--- config.mk ---
export PLATFORM = sky130hd
export DESIGN_NAME = rob_recovery_ctrl
export DESIGN_NICKNAME = d
export VERILOG_FILES = /design/src/rtl/rob_pkg.sv /design/src/rtl/rob_recovery_ctrl.sv
export SDC_FILE = /design/constraint.sdc
export NUM_CORES = 1
export LEC_CHECK = 0
export CELL_PAD_IN_SITES_DETAIL_PLACEMENT = 2
export CELL_PAD_IN_SITES_GLOBAL_PLACEMENT = 2
export CORE_ASPECT_RATIO = 0.9
export CORE_MARGIN = 10
export CORE_UTILIZATION = 22
export DETAILED_ROUTE_END_ITERATION = 7
export PLACE_DENSITY = 0.86
export SLEW_MARGIN = 10
export SYNTH_ARGS = -nofsm -noshare
export SYNTH_HDL_FRONTEND = slang
export SYNTH_SLANG_ARGS = --single-unit
--- constraint.sdc ---
create_clock -name clk_i -period 1.78 [get_ports clk_i]
set_clock_uncertainty 0.2 [all_clocks]
set_input_delay 0.267 -clock clk_i [delete_from_list [all_inputs] [get_ports clk_i]]
set_output_delay 0.267 -clock clk_i [all_outputs]
set_load 0.005 [all_outputs]
--- src/rtl/rob_pkg.sv ---
// Shared recovery types and constants for the ROB recovery sequencer.
// Defaults here size the control block and the ROB entry layout.
package rob_pkg;

    localparam int DEF_WAYS = 2;
    localparam int DEF_REGS = 32;
    localparam int DEF_PRF  = 64;
    localparam int DEF_ROB  = 32;
    localparam int DEF_XLEN = 32;

    localparam int RESTORE_CYCLES = DEF_REGS / DEF_WAYS;
    localparam int ROB_IDX_W      = $clog2(DEF_ROB);

    typedef enum logic [1:0] {
        IDLE     = 2'd0,
        FLUSH    = 2'd1,
        RESTORE  = 2'd2,
        REDIRECT = 2'd3
    } recov_state_e;

    typedef struct packed {
        logic                        valid;
        logic                        done;
        logic                        mispredict;
        logic [$clog2(DEF_REGS)-1:0] dest_areg;
        logic [$clog2(DEF_PRF)-1:0]  dest_preg;
        logic [$clog2(DEF_PRF)-1:0]  old_preg;
        logic [DEF_XLEN-1:0]         target;
    } rob_entry;

endpackage

--- src/rtl/rob_recovery_ctrl.sv ---
// Mispredict recovery sequencer: flush, arch->spec map walk, free-list rebuild, fetch redirect.
// Latency nuke->redirect is 2+REGS/WAYS cycles; dispatch is throttled combinationally by ROB space.
module rob_recovery_ctrl
    import rob_pkg::*;
#(
    parameter int WAYS = DEF_WAYS,
    parameter int REGS = DEF_REGS,
    parameter int PRF  = DEF_PRF,
    parameter int ROB  = DEF_ROB,
    parameter int XLEN = DEF_XLEN
) (
    input  logic                              clk_i,
    input  logic                              rst_ni,
    input  logic                              commit_nuke_i,
    input  logic [XLEN-1:0]                   nuke_target_i,
    input  logic [$clog2(ROB):0]              rob_free_i,
    output logic [WAYS*$clog2(REGS)-1:0]      amt_rd_idx_o,
    input  logic [WAYS*$clog2(PRF)-1:0]       amt_rd_data_i,
    output logic [WAYS-1:0]                   mt_wr_en_o,
    output logic [WAYS*$clog2(REGS)-1:0]      mt_wr_idx_o,
    output logic [WAYS*$clog2(PRF)-1:0]       mt_wr_data_o,
    output logic                              flush_o,
    output logic                              fl_rebuild_o,
    output logic                              redirect_valid_o,
    output logic [XLEN-1:0]                   redirect_pc_o,
    output logic [$clog2(WAYS):0]             dispatch_slots_o,
    output logic                              busy_o,
    output logic [15:0]                       recover_count_o
);

    localparam int IW  = $clog2(REGS);
    localparam int PW  = $clog2(PRF);
    localparam int RFW = $clog2(ROB) + 1;
    localparam int SW  = $clog2(WAYS) + 1;

    localparam logic [IW-1:0]  LAST_IDX = IW'(REGS - WAYS);
    localparam logic [IW-1:0]  IDX_STEP = IW'(WAYS);
    localparam logic [RFW-1:0] WAYS_RF  = RFW'(WAYS);
    localparam logic [SW-1:0]  WAYS_SW  = SW'(WAYS);

    if (REGS % WAYS != 0) begin : g_bad_ways
        $error("rob_recovery_ctrl: REGS must be a multiple of WAYS");
    end

    recov_state_e    state_q;
    logic [IW-1:0]   restore_idx_q;
    logic [XLEN-1:0] target_q;
    logic [15:0]     count_q;
    logic [15:0]     count_d;
    logic            flush_q;
    logic            busy_q;
    logic            redirect_q;
    logic            restoring;

    assign count_d = (count_q == 16'hFFFF) ? count_q : count_q + 16'd1;

    // Nukes outside IDLE are unreachable in a legal pipeline and are dropped.
    always_ff @(posedge clk_i or negedge rst_ni) begin
        if (!rst_ni) begin
            state_q       <= IDLE;
            restore_idx_q <= '0;
            target_q      <= '0;
            count_q       <= '0;
            flush_q       <= 1'b0;
            busy_q        <= 1'b0;
            redirect_q    <= 1'b0;
        end else begin
            case (state_q)
                IDLE: begin
                    if (commit_nuke_i) begin
                        state_q       <= FLUSH;
                        target_q      <= nuke_target_i;
                        restore_idx_q <= '0;
                        count_q       <= count_d;
                        flush_q       <= 1'b1;
                        busy_q        <= 1'b1;
                    end
                end
                FLUSH: begin
                    state_q <= RESTORE;
                    flush_q <= 1'b0;
                end
                RESTORE: begin
                    if (restore_idx_q == LAST_IDX) begin
                        state_q    <= REDIRECT;
                        redirect_q <= 1'b1;
                    end else begin
                        restore_idx_q <= restore_idx_q + IDX_STEP;
                    end
                end
                REDIRECT: begin
                    state_q    <= IDLE;
                    redirect_q <= 1'b0;
                    busy_q     <= 1'b0;
                end
                default: state_q <= IDLE;
            endcase
        end
    end

    assign restoring = (state_q == RESTORE);

    // Walker: AMT read is same-cycle, so its data goes straight to the spec map write port.
    always_comb begin
        amt_rd_idx_o = '0;
        mt_wr_idx_o  = '0;
        mt_wr_data_o = '0;
        if (restoring) begin
            for (int w = 0; w < WAYS; w++) begin
                amt_rd_idx_o[w*IW +: IW] = restore_idx_q + IW'(w);
                mt_wr_idx_o[w*IW +: IW]  = restore_idx_q + IW'(w);
                mt_wr_data_o[w*PW +: PW] = amt_rd_data_i[w*PW +: PW];
            end
        end
    end

    assign mt_wr_en_o   = {WAYS{restoring}};
    assign fl_rebuild_o = restoring && (restore_idx_q == LAST_IDX);

    always_comb begin
        dispatch_slots_o = '0;
        if (rst_ni && !busy_q && !commit_nuke_i) begin
            dispatch_slots_o = (rob_free_i > WAYS_RF) ? WAYS_SW : rob_free_i[SW-1:0];
        end
    end

    assign flush_o          = flush_q;
    assign busy_o           = busy_q;
    assign redirect_valid_o = redirect_q;
    assign redirect_pc_o    = redirect_q ? target_q : '0;
    assign recover_count_o  = count_q;

endmodule
==> out/qor.csv, run 1 <==
stage,metric,value,unit
run_status,status,finished with violations,
run_status,failing checks,negative setup slack,
synthesis,Synth Register Bits,57,
placed_design,Inst Count DP,590,
drt,first drt pass iteration count,4,
clocking,H-tree depth,3,
sta,fin crit share,1.08,
floorplan,Die Area,0.0184,sq mm
drt,post-route ant nets,0,
clocking,CTS root buf,clkbuf_16,
setup_path,Crit Path Max Fanout,6,
synthesis,Mapped Cells,266,
placed_design,hpwl dp,9120,microns
clocking,CTS buffer count,9,
cells_and_area,"Cell Count, Final, Fillers Out",642,
setup_path,critical path class,flip-flop to output pin,
cells_and_area,Final Core Density,0.451,
global_routing,number of global-route vias before repair,3357,
synthesis,post-synthesis cell area,0.00295,sq mm
global_routing,GRT Total Usage,0.142,
sta,final hold slack,0.0682,ns
synthesis,dominant cell type by area after synthesis,dfrtp_1,
clocking,clock-pin slew on the worst setup and hold paths,0.05,ns
synthesis,"EDFF count, synth",0,
synthesis,Area contributors post-synth,"dfrtp_1, mux2_2, and2_1, xor2_1, buf_4",
synthesis,yosys warns,0,
global_routing,initial antenna violation count,0,
setup_path,reg2reg start,state_q[1],
synthesis,Synth cell types,36,
synthesis,ys async rst share,1.00,
cells_and_area,layout net count,531,
floorplan,Die W,142,microns
drt,Vias per Instance,4.47,
floorplan,I/O pins,141,
floorplan,initial core utilization,0.223,
setup_path,end of the critical path,mt_wr_idx_o[3],
synthesis,Synth Area per Inst,11.1,sq um
global_routing,first-pass GRT wire length,20100,microns
drt,drt first-iter violations,52,
cells_and_area,P&R area growth vs syn,102,%
sta,slew margin rel.,0.493,
placed_design,PortBufs,138,
global_routing,largest net degree at the start of global routing,58,
floorplan,area of the core,0.0132,sq mm
synthesis,Synth Flop Type,dfrtp_1,
power_and_ir_drop,Power Density,1300,mW/mm^2
drt,WL final,14200,microns
setup_path,WP data required,1.31,ns
setup_path,Worst Setup SP,state_q[0],
synthesis,post-synth top area share,0.484,
clocking,Clock Tree Buf Depth,2,
sta,Period minus WS final,1.92,ns
clocking,latest clock arrival within the worst-skew pair,0.33,ns
placed_design,RePlAce Congestion,0.725,
synthesis,sequential area share after synthesis,0.484,
global_routing,GRT overflow,0,
sta,Final Slew Violations,0,
sta,final worst slack,-0.140,ns
cells_and_area,fill count,1329,
drt,DRC Markers,0,
setup_path,RR Endpoint,recover_count_o[4],
power_and_ir_drop,VDD IR max,0.626,mV
setup_path,worst reg2reg path depth,8,
setup_path,crit path DAT,1.45,ns
sta,unrepaired setup endpoints after global routing,true,
sta,endpoints failing setup,78,
sta,Worst Tran Pin Value,0.760,ns
power_and_ir_drop,leakage,0.00291,uW
cells_and_area,share of layout cells above drive strength 1,0.601,
setup_path,crit end category,output pin,
setup_path,CP Launch Type,flip-flop,
clocking,CTS hold repair buffers,0,
clocking,clock sinks,57,
cells_and_area,Antenna diodes,0,
min_path,worst hold path type,primary input to async pin,
floorplan,Die Y,130,microns
sta,Max Freq,521,MHz
drt,vias after detailed routing,2869,
floorplan,num rows,40,
clocking,CTS tree,built,
sta,final hold viol count,0,
drt,WL/cell,22.2,microns
setup_path,"setup slack, reg-to-reg",-0.11,ns
job,Max-Cap Viols,0,
## routing by layer
metal	part of all wire	GRT usage
met5	0	0
met4	0.016	0.0468
met3	0.052	0.0443
met2	0.54	0.267
met1	0.39	0.146
## layout by cell type, fill, tap and decap left out, types with 5 or more instances in the layout
cell	n
dfrtp_1	53
buf_6	61
buf_4	49
and2_4	33
mux2_4	33
clkdlybuf4s50_1	49
nand2_1	9
xor2_1	13
dlygate4sd2_1	14
nor2_4	5
buf_2	26
nor2_2	6
and2_1	17
clkbuf_16	11
## flip-flops by register name, summed over array words and instances (netlist names)
signal / flops
target_q: 32
recover_count_o: 16
state_q: 2
restore_idx_q: 4
flush_o: 1
redirect_valid_o: 1
busy_o: 1
## logic make-up after synthesis
kind of cell | Yosys count | synth area share
buffers and inverters | 30 | 0.0603
adders and majority gates | 8 | 0.0340
muxes | 33 | 0.126
other | 1 | 0.00127
AOI/OAI and AO/OA | 15 | 0.0340
DFF | 57 | 0.484
and+or+nand+nor | 107 | 0.216
xor gates and xnor gates | 15 | 0.0446
## cells in the mapped netlist, drive strengths merged, types with 2 or more instances
| cell | number |
|---|---|
| a21oi | 2 |
| a22o | 3 |
| and2 | 50 |
| and4 | 3 |
| buf | 19 |
| clkbuf | 6 |
| dfrtp | 57 |
| ha | 8 |
| inv | 5 |
| mux2 | 33 |
| nand2 | 13 |
| nand3 | 6 |
| nand4 | 4 |
| nor2 | 13 |
| nor3 | 5 |
| nor4 | 2 |
| nor4b | 4 |
| o21ai | 7 |
| xnor2 | 2 |
| xor2 | 13 |
## worst max-delay path, cell delays in order, from the launching register on
cell	delay (ns)
dfrtp_1	0.40
inv_2	0.11
ha_4	0.23
buf_6	0.14
and2_4	0.14
buf_6	0.10
## where the power goes
group / switching, uW / leakage [uW] / internal, uW
logic: 1460 / 0.00206 / 2300
registers: 392 / 0.000703 / 1820
clock network: 600 / 0.000148 / 1150
## what timing repair did
action / 4_1_cts / 5_1_grt
pin swaps: 10 / 27
gates cloned: 3 / 2
hold endpoints to repair: 0 / 0
gates resized for setup: 363 / 153
setup buffers: 23 / 15
setup endpoints to repair: 139 / 118
## stage by stage
stage | setup slack, ns | TNS [ns] | power, uW | instance area [sq um]
2_1_floorplan | 0.0223 | 0 | 3260 | 2980
3_3_place_gp | -0.789 | -14.56 | 4350 | 4740
3_5_place_dp | -0.847 | -19.31 | 4570 | 4740
4_1_cts | -0.0988 | -3.97 | 6790 | 5310
5_1_grt | -0.207 | -10.78 | 8190 | 5950
6_report | -0.140 | -5.33 | 7720 | 5950
## worst min-delay path by stage
stage                             from             endpoint  slack, ns  cells past startpoint
final                           rst_ni  recover_count_o[15]       0.07                      2
after floorplan                 rst_ni               busy_o      -0.23                      0
after detailed placement   target_q[4]          target_q[4]       0.29                      1
after CTS                       rst_ni               busy_o       0.09                      2
after global routing            rst_ni  recover_count_o[15]       0.13                      2
after global placement    target_q[26]         target_q[26]       0.28                      1
## cell type report
cell class                 instances  area, sq um  area share
clock inverter                     3         40.0     0.00672
inverter                           5         23.8     0.00399
clock buffer                      12          256      0.0431
timing repair buffer             217         2090       0.352
tap                              168          210      0.0353
sequential                        57         1430       0.240
multi-input combinational        180         1900       0.319
No activity file was read; power rests on OpenSTA's default activity.
==> run 2: changes to the inputs <==
--- a/config.mk
+++ b/config.mk
@@ -8,10 +8,9 @@
 export CELL_PAD_IN_SITES_DETAIL_PLACEMENT = 2
 export CELL_PAD_IN_SITES_GLOBAL_PLACEMENT = 2
 export CORE_ASPECT_RATIO = 0.9
-export CORE_MARGIN = 10
-export CORE_UTILIZATION = 22
+export CORE_UTILIZATION = 24
 export DETAILED_ROUTE_END_ITERATION = 7
-export PLACE_DENSITY = 0.86
+export PLACE_DENSITY = 0.89
 export SLEW_MARGIN = 10
 export SYNTH_ARGS = -nofsm -noshare
 export SYNTH_HDL_FRONTEND = slang
==> constraint.sdc (replaced) <==
create_clock -name clk_i -period 2.2 [get_ports clk_i]
set_clock_uncertainty 0.2 [all_clocks]
set_input_delay 0.33 -clock clk_i [delete_from_list [all_inputs] [get_ports clk_i]]
set_output_delay 0.33 -clock clk_i [all_outputs]
set_load 0.005 [all_outputs]
==> out/qor.csv, run 2 (synthesis gave the netlist of run 1 again) <==
stage,metric,value,unit,change
sta,Worst Tran Pin Value,0.781,ns,was 0.760 ns
clocking,clock-pin slew on the worst setup and hold paths,0.05,ns,about the same
setup_path,CP Launch Type,primary input,,was flip-flop
cells_and_area,Antenna diodes,0,,unchanged
floorplan,initial core utilization,0.245,,was 0.223
drt,Vias per Instance,4.39,,was 4.47
power_and_ir_drop,Power Density,1030,mW/mm^2,was 1300 mW/mm^2
job,Max-Cap Viols,0,,unchanged
clocking,CTS root buf,clkbuf_16,,unchanged
sta,Max Freq,457,MHz,
drt,drt first-iter violations,99,,was 52
sta,Final Slew Violations,0,,unchanged
floorplan,num rows,38,,was 40
cells_and_area,most frequent cells in the layout,"clkdlybuf4s50_1, dfrtp_1, and2_1",,"was buf_6, dfrtp_1, clkdlybuf4s50_1, buf_4"
min_path,worst hold path type,primary input to async pin,,unchanged
global_routing,initial antenna violation count,0,,unchanged
setup_path,Crit Path Max Fanout,2,,was 6
clocking,CTS tree,built,,unchanged
clocking,latest clock arrival within the worst-skew pair,0.33,ns,about the same
sta,endpoints failing setup,0,,was 78
sta,slew margin rel.,0.480,,was 0.493
clocking,clock sinks,57,,unchanged
cells_and_area,"Cell Count, Final, Fillers Out",576,,was 642
floorplan,I/O pins,141,,unchanged
clocking,Clock Tree Buf Depth,2,,unchanged
floorplan,Die Area,0.0127,sq mm,was 0.0184 sq mm
floorplan,area of the core,0.0120,sq mm,was 0.0132 sq mm
sta,Period minus WS final,2.19,ns,
drt,post-route ant nets,0,,unchanged
global_routing,first-pass GRT wire length,15300,microns,was 20100 microns
global_routing,largest net degree at the start of global routing,58,,unchanged
placed_design,Inst Count DP,554,,was 590
sta,final hold viol count,0,,unchanged
floorplan,Die Y,107,microns,was 130 microns
cells_and_area,"commonest non-fill, non-tap cell in the layout",clkdlybuf4s50_1,,was buf_6
cells_and_area,P&R area growth vs syn,66.5,%,was 102%
placed_design,RePlAce Congestion,0.746,,was 0.725
sta,Total Neg Setup Slack,0,ns,was -5.33 ns
placed_design,PortBufs,138,,unchanged
power_and_ir_drop,total power,5030,uW,was 7720 uW
drt,DRC Markers,0,,unchanged
cells_and_area,layout net count,473,,was 531
placed_design,DP Worst Slack,-0.496,ns,was -0.847 ns
global_routing,GRT overflow,0,,unchanged
drt,WL final,9540,microns,was 14200 microns
global_routing,number of global-route vias before repair,2905,,was 3357
clocking,CTS buffer count,9,,unchanged
setup_path,crit end category,output pin,,unchanged
sta,fin crit share,0.994,,
cells_and_area,max reg flops,32,,unchanged
power_and_ir_drop,VDD IR max,0.431,mV,was 0.626 mV
setup_path,critical path class,primary input to output pin,,was flip-flop to output pin
cells_and_area,Biggest register,target_q,,unchanged
sta,final worst slack,0.0127,ns,was -0.140 ns
cells_and_area,share of layout cells above drive strength 1,0.209,,was 0.601
placed_design,hpwl dp,6940,microns,was 9120 microns
setup_path,WP data required,1.67,ns,was 1.31 ns
clocking,H-tree depth,3,,unchanged
global_routing,GRT Total Usage,0.158,,was 0.142
setup_path,crit path DAT,1.66,ns,was 1.45 ns
sta,final hold slack,0.0218,ns,was 0.0682 ns
floorplan,Die W,119,microns,was 142 microns
drt,vias after detailed routing,2526,,was 2869
drt,WL/cell,16.6,microns,was 22.2 microns
drt,first drt pass iteration count,4,,unchanged
run_status,status,"complete, no violations",,was finished with violations
power_and_ir_drop,leakage,0.00227,uW,was 0.00291 uW
-- run 2: what timing repair did --
| action | CTS | global route |
|---|---|---|
| cloned | 1 | 0 |
| endpoints found under the setup margin | 33 | 22 |
| buffers inserted | 4 | 2 |
| pin swaps | 3 | 2 |
| gates resized for setup | 49 | 11 |
| hold buffers | 0 | 0 |
| endpoints found under the hold margin | 0 | 0 |
-- run 2: cell type report --
cell class,count,area (sq um)
clock buffer,13,270
clock inverter,2,60.1
fill,1263,7120
inverter,5,18.8
multi-input combinational,180,1390
sequential,57,1430
tap,160,200
timing repair buffer,159,1540
-- run 2: worst paths after layout --
kind | from | end | slack, ns | cells past startpoint
setup / recovery | rob_free_i[1] | dispatch_slots_o[0] | 0.01 | 6
hold / removal | rst_ni | target_q[29] | 0.02 | 2
setup reg to reg | state_q[1] | target_q[13] | 0.12 | 6
hold reg to reg | target_q[2] | target_q[2] | 0.30 | 1
max in group asynchronous | rst_ni | restore_idx_q[1] | 1.24 | 2
min in group clk_i | target_q[2] | target_q[2] | 0.30 | 1
-- run 2: metrics by stage --
stage / util / area (sq um)
CTS: 0.405 / 4870
finish: 0.408 / 4910
global route: 0.408 / 4910
floorplan: - / 2950
global placement: 0.374 / 4500
detailed placement: 0.374 / 4500
-- run 2: where the power goes --
group          switching (uW)  total, uW  leakage [uW]  internal (uW)
clock                     462       1540      0.000162           1080
combinational             712       1750       0.00140           1040
sequential                278       1740      0.000708           1460
total                    1450       5030       0.00227           3580
-- run 2: routing by layer --
metal  vias to the layer above  global-route usage  wire [microns]
met5                         -                   0               0
met1                      1252               0.179            4040
met3                        11              0.0388             445
li1                       1180                   -               -
met4                         0              0.0570              98
met2                        83               0.287            4950
-- run 2: worst max-delay path, stage by stage --
cell	delay (ns)
clkdlybuf4s50_1	0.40
or4_4	0.43
nor2_4	0.11
buf_4	0.11
and4_1	0.16
buf_2	0.12
